## config.mk

```make
export PLATFORM = sky130hd
export DESIGN_NAME = mem_port_arbiter
export DESIGN_NICKNAME = d
export VERILOG_FILES = /design/src/rtl/cpu_mem_pkg.sv /design/src/rtl/mem_req_latch.sv /design/src/rtl/mem_port_arbiter.sv
export SDC_FILE = /design/constraint.sdc
export NUM_CORES = 1
export LEC_CHECK = 0
export ABC_AREA = 1
export CAP_MARGIN = 40
export CORE_AREA = 2 2 108 110
export CTS_BUF_LIST = sky130_fd_sc_hd__clkbuf_4
export DETAILED_ROUTE_END_ITERATION = 10
export DIE_AREA = 0 0 110 112
export PLACE_DENSITY = 0.79
export SLEW_MARGIN = 20
export SYNTH_ARGS = -nofsm -noshare
export SYNTH_HDL_FRONTEND = slang
export SYNTH_SLANG_ARGS = --single-unit
```

## constraint.sdc

```tcl
create_clock -name clk -period 4.6 [get_ports clk]
set_clock_uncertainty 0.05 [all_clocks]
set_input_delay 0.46 -clock clk [delete_from_list [all_inputs] [get_ports clk]]
set_output_delay 0.46 -clock clk [all_outputs]
set_load 0.005 [all_outputs]
```

## src/rtl/cpu_mem_pkg.sv

```systemverilog
// ============================================================================
//  Module   : cpu_mem_pkg
//  Purpose  : Shared types for the unified-memory port arbiter: arbiter FSM
//             states, captured memory request record and read byte enable.
//  Revision : 1.0 - initial release
// ============================================================================
`default_nettype none

package cpu_mem_pkg;

    // The request record is sized here, so the arbiter's WIDTH/BE_W must match
    localparam int MEM_WIDTH = 32;
    localparam int MEM_BE_W  = MEM_WIDTH / 8;

    // Byte enable presented to memory for every read (fetch or load)
    localparam logic [MEM_BE_W-1:0] BE_ALL = '1;

    typedef enum logic [2:0] {
        IDLE   = 3'd0,
        REQ_I  = 3'd1,
        REQ_D  = 3'd2,
        WAIT_I = 3'd3,
        WAIT_D = 3'd4
    } arb_state_t;

    typedef struct packed {
        logic                 we;
        logic [MEM_WIDTH-1:0] addr;
        logic [MEM_WIDTH-1:0] wdata;
        logic [MEM_BE_W-1:0]  be;
    } mem_req_t;

endpackage

`default_nettype wire

```

## src/rtl/mem_req_latch.sv

```systemverilog
// ============================================================================
//  Module   : mem_req_latch
//  Purpose  : Capture register for one memory request record; holds the
//             fields stable while the memory port is busy.
//  Revision : 1.0 - initial release
// ============================================================================
`default_nettype none

module mem_req_latch
    import cpu_mem_pkg::*;
(
    input  logic     clk,
    input  logic     rst,
    input  logic     load,
    input  mem_req_t d,
    output mem_req_t q
);

    // Load a new request when the arbiter grants one; cleared by reset
    always_ff @(posedge clk or posedge rst) begin
        if (rst) begin
            q <= '0;
        end else if (load) begin
            q <= d;
        end
    end

endmodule

`default_nettype wire

```

## src/rtl/mem_port_arbiter.sv

```systemverilog
// ============================================================================
//  Module   : mem_port_arbiter
//  Purpose  : Shares one single-ported memory between instruction fetch and
//             load/store access, one outstanding transaction at a time.
//             Optional macro ARB_RR_EN: round-robin priority on conflicts
//             instead of fixed data-over-fetch.
//  Revision : 1.0 - initial release
// ============================================================================
`default_nettype none

module mem_port_arbiter
    import cpu_mem_pkg::*;
#(
    parameter int WIDTH = MEM_WIDTH,  // must equal MEM_WIDTH of cpu_mem_pkg
    parameter int BE_W  = MEM_BE_W    // must equal WIDTH/8
) (
    input  logic             clk,
    input  logic             rst,
    // fetch side
    input  logic             if_req,
    input  logic [WIDTH-1:0] if_addr,
    output logic             if_gnt,
    output logic             if_rvalid,
    output logic [WIDTH-1:0] if_rdata,
    // load/store side
    input  logic             d_req,
    input  logic             d_we,
    input  logic [WIDTH-1:0] d_addr,
    input  logic [WIDTH-1:0] d_wdata,
    input  logic [BE_W-1:0]  d_be,
    output logic             d_gnt,
    output logic             d_done,
    output logic [WIDTH-1:0] d_rdata,
    // memory side
    output logic             m_req,
    output logic             m_we,
    output logic [WIDTH-1:0] m_addr,
    output logic [WIDTH-1:0] m_wdata,
    output logic [BE_W-1:0]  m_be,
    input  logic             m_gnt,
    input  logic             m_rvalid,
    input  logic [WIDTH-1:0] m_rdata,
    // pipeline freeze
    output logic             stall
);

    arb_state_t r_state;
    arb_state_t w_state_nxt;
    mem_req_t   w_req_new;
    mem_req_t   r_req;
    logic       w_idle;
    logic       w_data_first;
    logic       w_take_d;
    logic       w_take_i;
    logic       w_resp;

    assign w_idle = (r_state == IDLE);
    assign w_resp = ((r_state == WAIT_I) || (r_state == WAIT_D)) && m_rvalid;

`ifdef ARB_RR_EN
    logic r_last_data;

    // Track who completed last; a conflict then goes to the other requester
    always_ff @(posedge clk or posedge rst) begin
        if (rst) begin
            r_last_data <= 1'b0;
        end else if (w_resp) begin
            r_last_data <= (r_state == WAIT_D);
        end
    end

    assign w_data_first = ~r_last_data;
`else
    assign w_data_first = 1'b1;
`endif

    // Requests are only captured in IDLE; reset suppresses the grant pulses
    assign w_take_d = w_idle & ~rst & d_req & (w_data_first | ~if_req);
    assign w_take_i = w_idle & ~rst & if_req & ~w_take_d;

    // Select the fields of the winning requester for capture
    always_comb begin
        w_req_new    = '0;
        w_req_new.be = BE_ALL;
        if (w_take_d) begin
            w_req_new.we   = d_we;
            w_req_new.addr = d_addr;
            if (d_we) begin
                w_req_new.wdata = d_wdata;
                w_req_new.be    = d_be;
            end
        end else begin
            w_req_new.addr = if_addr;
        end
    end

    mem_req_latch u_req_latch (
        .clk  (clk),
        .rst  (rst),
        .load (w_take_d | w_take_i),
        .d    (w_req_new),
        .q    (r_req)
    );

    // FSM state register
    always_ff @(posedge clk or posedge rst) begin
        if (rst) begin
            r_state <= IDLE;
        end else begin
            r_state <= w_state_nxt;
        end
    end

    // FSM next state and handshake pulses
    always_comb begin
        w_state_nxt = r_state;
        if_gnt      = w_take_i;
        d_gnt       = w_take_d;
        m_req       = 1'b0;
        if_rvalid   = 1'b0;
        d_done      = 1'b0;
        case (r_state)
            IDLE: begin
                if (w_take_d) begin
                    w_state_nxt = REQ_D;
                end else if (w_take_i) begin
                    w_state_nxt = REQ_I;
                end
            end
            REQ_I: begin
                m_req = 1'b1;
                if (m_gnt) begin
                    w_state_nxt = WAIT_I;
                end
            end
            REQ_D: begin
                m_req = 1'b1;
                if (m_gnt) begin
                    w_state_nxt = WAIT_D;
                end
            end
            WAIT_I: begin
                if (m_rvalid) begin
                    if_rvalid   = 1'b1;
                    w_state_nxt = IDLE;
                end
            end
            WAIT_D: begin
                if (m_rvalid) begin
                    d_done      = 1'b1;
                    w_state_nxt = IDLE;
                end
            end
            default: begin
                w_state_nxt = IDLE;
            end
        endcase
    end

    assign m_we    = r_req.we;
    assign m_addr  = r_req.addr;
    assign m_wdata = r_req.wdata;
    assign m_be    = r_req.be;

    // Read data is only passed through in the response cycle
    assign if_rdata = if_rvalid ? m_rdata : '0;
    assign d_rdata  = d_done    ? m_rdata : '0;

    assign stall = (if_req & ~if_rvalid) | (d_req & ~d_done);

endmodule

`default_nettype wire

```

### Word-level counts from Yosys, hierarchy flattened

Index checks and enable logic that the tools add are counted.

* equality and inequality tests: 8
* mux-type cells: 16
* bitwise gates (word level): 12
* reduce and logical (&&, ||, !) cells: 4

Operators with widths (count)
* two-way mux 32 bit: 3
* two-way mux 36 bit: 2
* two-way mux 3 bit: 5
* one-hot mux 3 bit (4 select lines): 1
* bitwise AND 1 bit: 6
* equality test 3 x 2 -> 1 bit, second input constant: 2
* two-way mux 1 bit: 5
* != test 2 bit, second input constant: 2
* NOT 1 bit: 4
* AND reduction 4 bit: 1
* OR reduction 2 bit: 2
* equality test 3 x 1 -> 1 bit, second input constant: 1
* equality test 3 bit, second input constant: 1
* logical NOT 3 bit: 1
* != test 3 x 1 -> 1 bit, second input constant: 1
* != test 2 x 1 -> 1 bit, second input constant: 1
* bitwise OR 1 bit: 2

* register bits after elaboration: 72
* input port bits: 139
* output and inout port bits: 139
* logic and storage cells: 45

### Depth between registers and ports, before layout

* depth after elaboration: 8
* depth in mapped cells: 9
* depth with buffers taken out: 9

### Hierarchy

From an unflattened synthesis, not the netlist that was laid out.

* cell total of the unflattened synthesis: 620
* area total of the unflattened synthesis: 3967.6 um^2

By module, submodules not included
* mem_req_latch: times used 1, cells an instance 293, area an instance 2612.5 um^2, sequential area each 1726.7 um^2
* mem_port_arbiter: times used 1, cells an instance 327, area an instance 1355.0 um^2, sequential area each 75.1 um^2

### Least setup slack after synthesis

OpenSTA, ideal clock, no wires.

* path kind: input -> register
* start: in rst
* end: reg u_req_latch.q[66] (netlist name)
* library setup time: 0.117 ns
* arrival time: 2.950 ns
* data required time: 4.433 ns
* setup slack: 1.483 ns
* cell stages on the path: 8
* path buffers: 2
* cell sequence: inv_1 > nand4_2 > nand2_2 > inv_2 > buf_6 > buf_6 > nand2_1 > nand2_1

* word-level cells in the longest chain between the ends: 6
* elaborated cells on any way between the ends: 8
* those cells by class: mux (1); bitwise (7)

Ends and longest elaborated chain
* start: declaration: RTL line mem_port_arbiter.sv:18 `input logic rst,`
* NOT 1 bit *: RTL line mem_port_arbiter.sv:78, mem_port_arbiter.sv:79
* bitwise AND 1 bit *: RTL line mem_port_arbiter.sv:78, mem_port_arbiter.sv:79
* bitwise AND 1 bit: RTL line mem_port_arbiter.sv:78 `assign w_take_d = w_idle & ~rst & d_req & (w_data_first | ~if_req);`
* NOT 1 bit: RTL line mem_port_arbiter.sv:79 `assign w_take_i = w_idle & ~rst & if_req & ~w_take_d;`
* bitwise AND 1 bit: RTL line mem_port_arbiter.sv:79
* bitwise OR 1 bit: RTL line mem_port_arbiter.sv:100 `.load (w_take_d | w_take_i),`
* end signal: assignment: RTL line mem_req_latch.sv:22 `q <= '0;`
* end signal: assignment: RTL line mem_req_latch.sv:24 `q <= d;`
* end: declaration: RTL line mem_req_latch.sv:16 `output mem_req_t q`

Mark *: on every way between the ends. The rest lies on a longest branch, timed or not.
A chain may end at the register's enable or synchronous reset.

### Final worst setup path

* start: reg r_state[2]
* end: out if_rdata[31]

* word-level cells in the longest chain between the ends: 3

Ends and longest elaborated chain
* start: declaration: RTL line mem_port_arbiter.sv:47 `arb_state_t r_state;`
* start signal: assignment: RTL line mem_port_arbiter.sv:110 `r_state <= w_state_nxt;`
* equality test 3 x 2 -> 1 bit: RTL line mem_port_arbiter.sv:122 `case (r_state)`
* two-way mux 1 bit: RTL line mem_port_arbiter.sv:122
* two-way mux 32 bit: RTL line mem_port_arbiter.sv:166 `assign if_rdata = if_rvalid ? m_rdata : '0;`
* end: declaration: RTL line mem_port_arbiter.sv:24 `output logic [WIDTH-1:0] if_rdata,`

No other way between the ends.

==> summary by stage <==
Status
The flow ran to the end, and the final reports show no timing, DRC or antenna violations.

Synthesis
The number of nets handed over by synthesis was 682. After synthesis, the cell types taking the most area are sky130_fd_sc_hd__dfrtp_1, sky130_fd_sc_hd__nand2_1, sky130_fd_sc_hd__nor2_1, sky130_fd_sc_hd__inv_1, sky130_fd_sc_hd__o21ai_0. Counting flops and latches in the post-synthesis netlist gives 72.

The most used flip-flop cell after synthesis is sky130_fd_sc_hd__dfrtp_1. The post-synthesis instance total is 543. Each instance of the synthesized netlist takes up on average 6.853 um2. Synthesis instantiated 18 different standard cells from the library. The post-synth design cell area is 3721 um2.

Yosys mapped a number of flops with a built-in enable equal to 0. Summed over all instances, the cell type with the most area after synthesis is sky130_fd_sc_hd__dfrtp_1. The portion of synthesized cell area occupied by the leading cell type is 0.4842. The most common cell in the synthesized netlist is sky130_fd_sc_hd__nand2_1. For this run, the register share of the synthesized area comes to 0.4842. In the synthesized netlist the async set-or-reset flop fraction comes to 1.000. After synthesis, the most frequently instantiated cells are sky130_fd_sc_hd__nand2_1, sky130_fd_sc_hd__nor2_1, sky130_fd_sc_hd__dfrtp_1, sky130_fd_sc_hd__inv_1. The number of warning messages in the yosys log is 0.

Placed design
The final estimated routing congestion in global placement is 0.7498. The port buffer count is 277. The instance count after placement with tap cells included is 944. The worst slack at placement is 1.950 ns. The HPWL after detailed placement is 10.14 mm.

Detailed routing
The number of vias per cell after detailed routing is 4.305. For this block, the routed nets add up to 12.79 mm of wire. Summing over every cut layer, the via total after detailed routing is 4141. The number of design-rule violations left by the first detailed-router iteration is 165. The post-detailed-route count of antenna-violating nets is 0. The iteration count of the initial detailed-routing pass is 4. The DRC violation count after routing is 0. Dividing the detail-routed wire length by the instance count gives 13.29 um.

Floorplanning
The cell row count is 39. The initial standard-cell utilization of the core is 0.3330. The total area inside the core boundary comes to 11170 um2. The die covers 12320 um2. The die width is 110 um. During I/O placement, the number of pins put on the boundary was 278. The floorplan die height is 112 um.

Setup path
In this run the critical register-to-register path is captured at u_req_latch.q[21]. STA puts the critical path data arrival time at 2.19 ns. The critical setup path kind is flip-flop to output port.

Along the worst path, the maximum fanout reaches 24. The worst setup path is launched from a flip-flop. In this run the worst setup path begins at r_state[2]. At the worst endpoint, the required time is 4.09 ns. The worst reg-to-reg setup slack is 2.77 ns. Counting cells, the worst reg-to-reg path comes to 7. The critical path capture point type is an output port. The worst register-to-register path begins at r_state[1].

Clocking
The number of buffers added to fix hold violations after cts is 0. The number of clock buffers added by TritonCTS is 9. The insertion delay to the later sink of the worst-skew pair is 0.40 ns. After clock tree synthesis, the setup repair step added 0 buffers. TritonCTS built the clock tree. The total clock sinks is 72. The root cell of the clock tree is sky130_fd_sc_hd__clkbuf_4. The total of cells resized after clock tree synthesis is 0. In this run the number of H-tree levels came out at 3. The maximum root-to-sink buffer count is 2. The clock transition at the register clock pins on the worst setup and hold paths after CTS is 0.11 ns.

Timing
Of the available clock period, the critical path in the final layout requires 0.5876. The final setup violation count is 0. In the final timing run, aggregate negative setup slack is 0 ns. The final count of hold timing violations is 0. The final-report max-slew violation count was 0. Based on the critical path, the design can be clocked at up to 0.3700 GHz. Setup repair after global routing left no endpoint under its margin.

The worst-case headroom to the max-slew limit is 0.6166. The routed design could run at a clock period as short as 2.703 ns. The slew of the pin with the lowest slew margin is 0.5750 ns. Once routing completed, OpenROAD measured the worst setup slack at 1.897 ns.

Global routing
The first global-routing pass estimated 19.57 mm of wire. The via count of the first global-routing pass was 3972. The remaining global-route overflow is 0.

The number of antenna violations at the first check in global routing was 1. The aggregate global-route resource usage is 0.2082. Entering global routing, the biggest net connects 66 pins.

Power
Overall power consumption after layout is estimated at 2.901 mW. Across the VDD grid, the largest voltage drop is 0.0002560 V. For this design the ratio of total power to cell area is 427.8 nW/um2. The leakage power is 3.459 nW.

Layout
The area overhead of the layout relative to synthesis is 82.21%. The count of cells in the finished layout, fillers not included, comes to 962. The count of fill cells added during filler insertion is 1039. In the final layout, the share of cells above drive strength 1 is 0.03672. The number of nets in the finished design is 951. The share of the core filled with cells is 0.6068.

Run
The tool flagged a number of max-cap violations equal to 0.

Hold path
The worst hold-check path type is primary input to asynchronous set/reset pin.
## cells in the final DEF (no fill, tap or decap), types with 3 or more instances in the layout
cell type | Yosys | routed
sky130_fd_sc_hd__buf_4 | 1 | 4
sky130_fd_sc_hd__clkbuf_4 | 0 | 11
sky130_fd_sc_hd__clkdlybuf4s50_1 | 0 | 277
sky130_fd_sc_hd__clkinv_1 | 0 | 3
sky130_fd_sc_hd__dfrtp_1 | 72 | 72
sky130_fd_sc_hd__inv_1 | 72 | 71
sky130_fd_sc_hd__inv_2 | 4 | 4
sky130_fd_sc_hd__nand2_1 | 246 | 246
sky130_fd_sc_hd__nand3_1 | 4 | 4
sky130_fd_sc_hd__nor2_1 | 80 | 80
sky130_fd_sc_hd__o21ai_0 | 16 | 16
sky130_fd_sc_hd__o21ai_1 | 16 | 16
## report_power, final
group / switching (mW) / internal (mW) / leakage (nW) / total [mW]
Clock: 0.210 / 0.228 / 0.0836 / 0.438
Sequential: 0.152 / 0.897 / 0.922 / 1.05
Combinational: 0.604 / 0.809 / 2.45 / 1.41
Total: 0.966 / 1.93 / 3.46 / 2.90
## state kept, by name, indices dropped and copies added, names as in the netlist
name / flops
u_req_latch.q: 69
r_state: 3
## how the worst max path moves through the flow
stage,to,slack [ns]
after floorplan,u_req_latch.q[66],1.48
after global placement,stall,1.75
after detailed placement,if_rdata[31],1.95
after CTS,if_rdata[31],1.85
after global routing,if_rdata[31],1.70
final,if_rdata[31],1.90
## logic make-up (layout without fill, tap and decap cells)
family          after synthesis  in the layout  synth area share
compound gates               32             32           0.04304
buf+inv                     102            376            0.1190
flops                        72             72            0.4842
simple gates                337            337            0.3537
other cells                   0              2                 0
## worst max-delay path, cell delays in order, from the launching register on
cell	delay, ns
sky130_fd_sc_hd__dfrtp_1	0.44
sky130_fd_sc_hd__inv_1	0.09
sky130_fd_sc_hd__nand3_1	0.08
sky130_fd_sc_hd__nor2_1	0.13
sky130_fd_sc_hd__inv_1	0.19
sky130_fd_sc_hd__buf_16	0.22
sky130_fd_sc_hd__nor2_1	0.11
sky130_fd_sc_hd__clkdlybuf4s50_1	0.51
## final cells by class
cell class / count / area [um2] / area share
timing repair buffer: 284 / 2878 / 0.4244
sequential: 72 / 1802 / 0.2657
multi-input combinational: 369 / 1476 / 0.2178
inverter: 76 / 286.5 / 0.04226
tap: 143 / 178.9 / 0.02639
clock buffer: 11 / 82.58 / 0.01218
clock inverter: 5 / 71.32 / 0.01052
antenna: 2 / 5.005 / 0.0007381
## metrics by stage
stage	cell area, um2	hold slack [ns]
after floorplan	3721	0.4150
after global placement	6546	0.4056
after detailed placement	6621	0.4138
after CTS	6775	0.1730
after global routing	6780	0.1759
final	6780	0.1966
## metal layers
metal  wire (um)  global-route usage  up-vias
li1            -                   -     2125
met1        4637              0.2161     1816
met2        6556              0.3763      182
met3        1263             0.07436       18
met4         328             0.07848        0
met5           0                   0        -
Power figures use the tool's default switching activity.
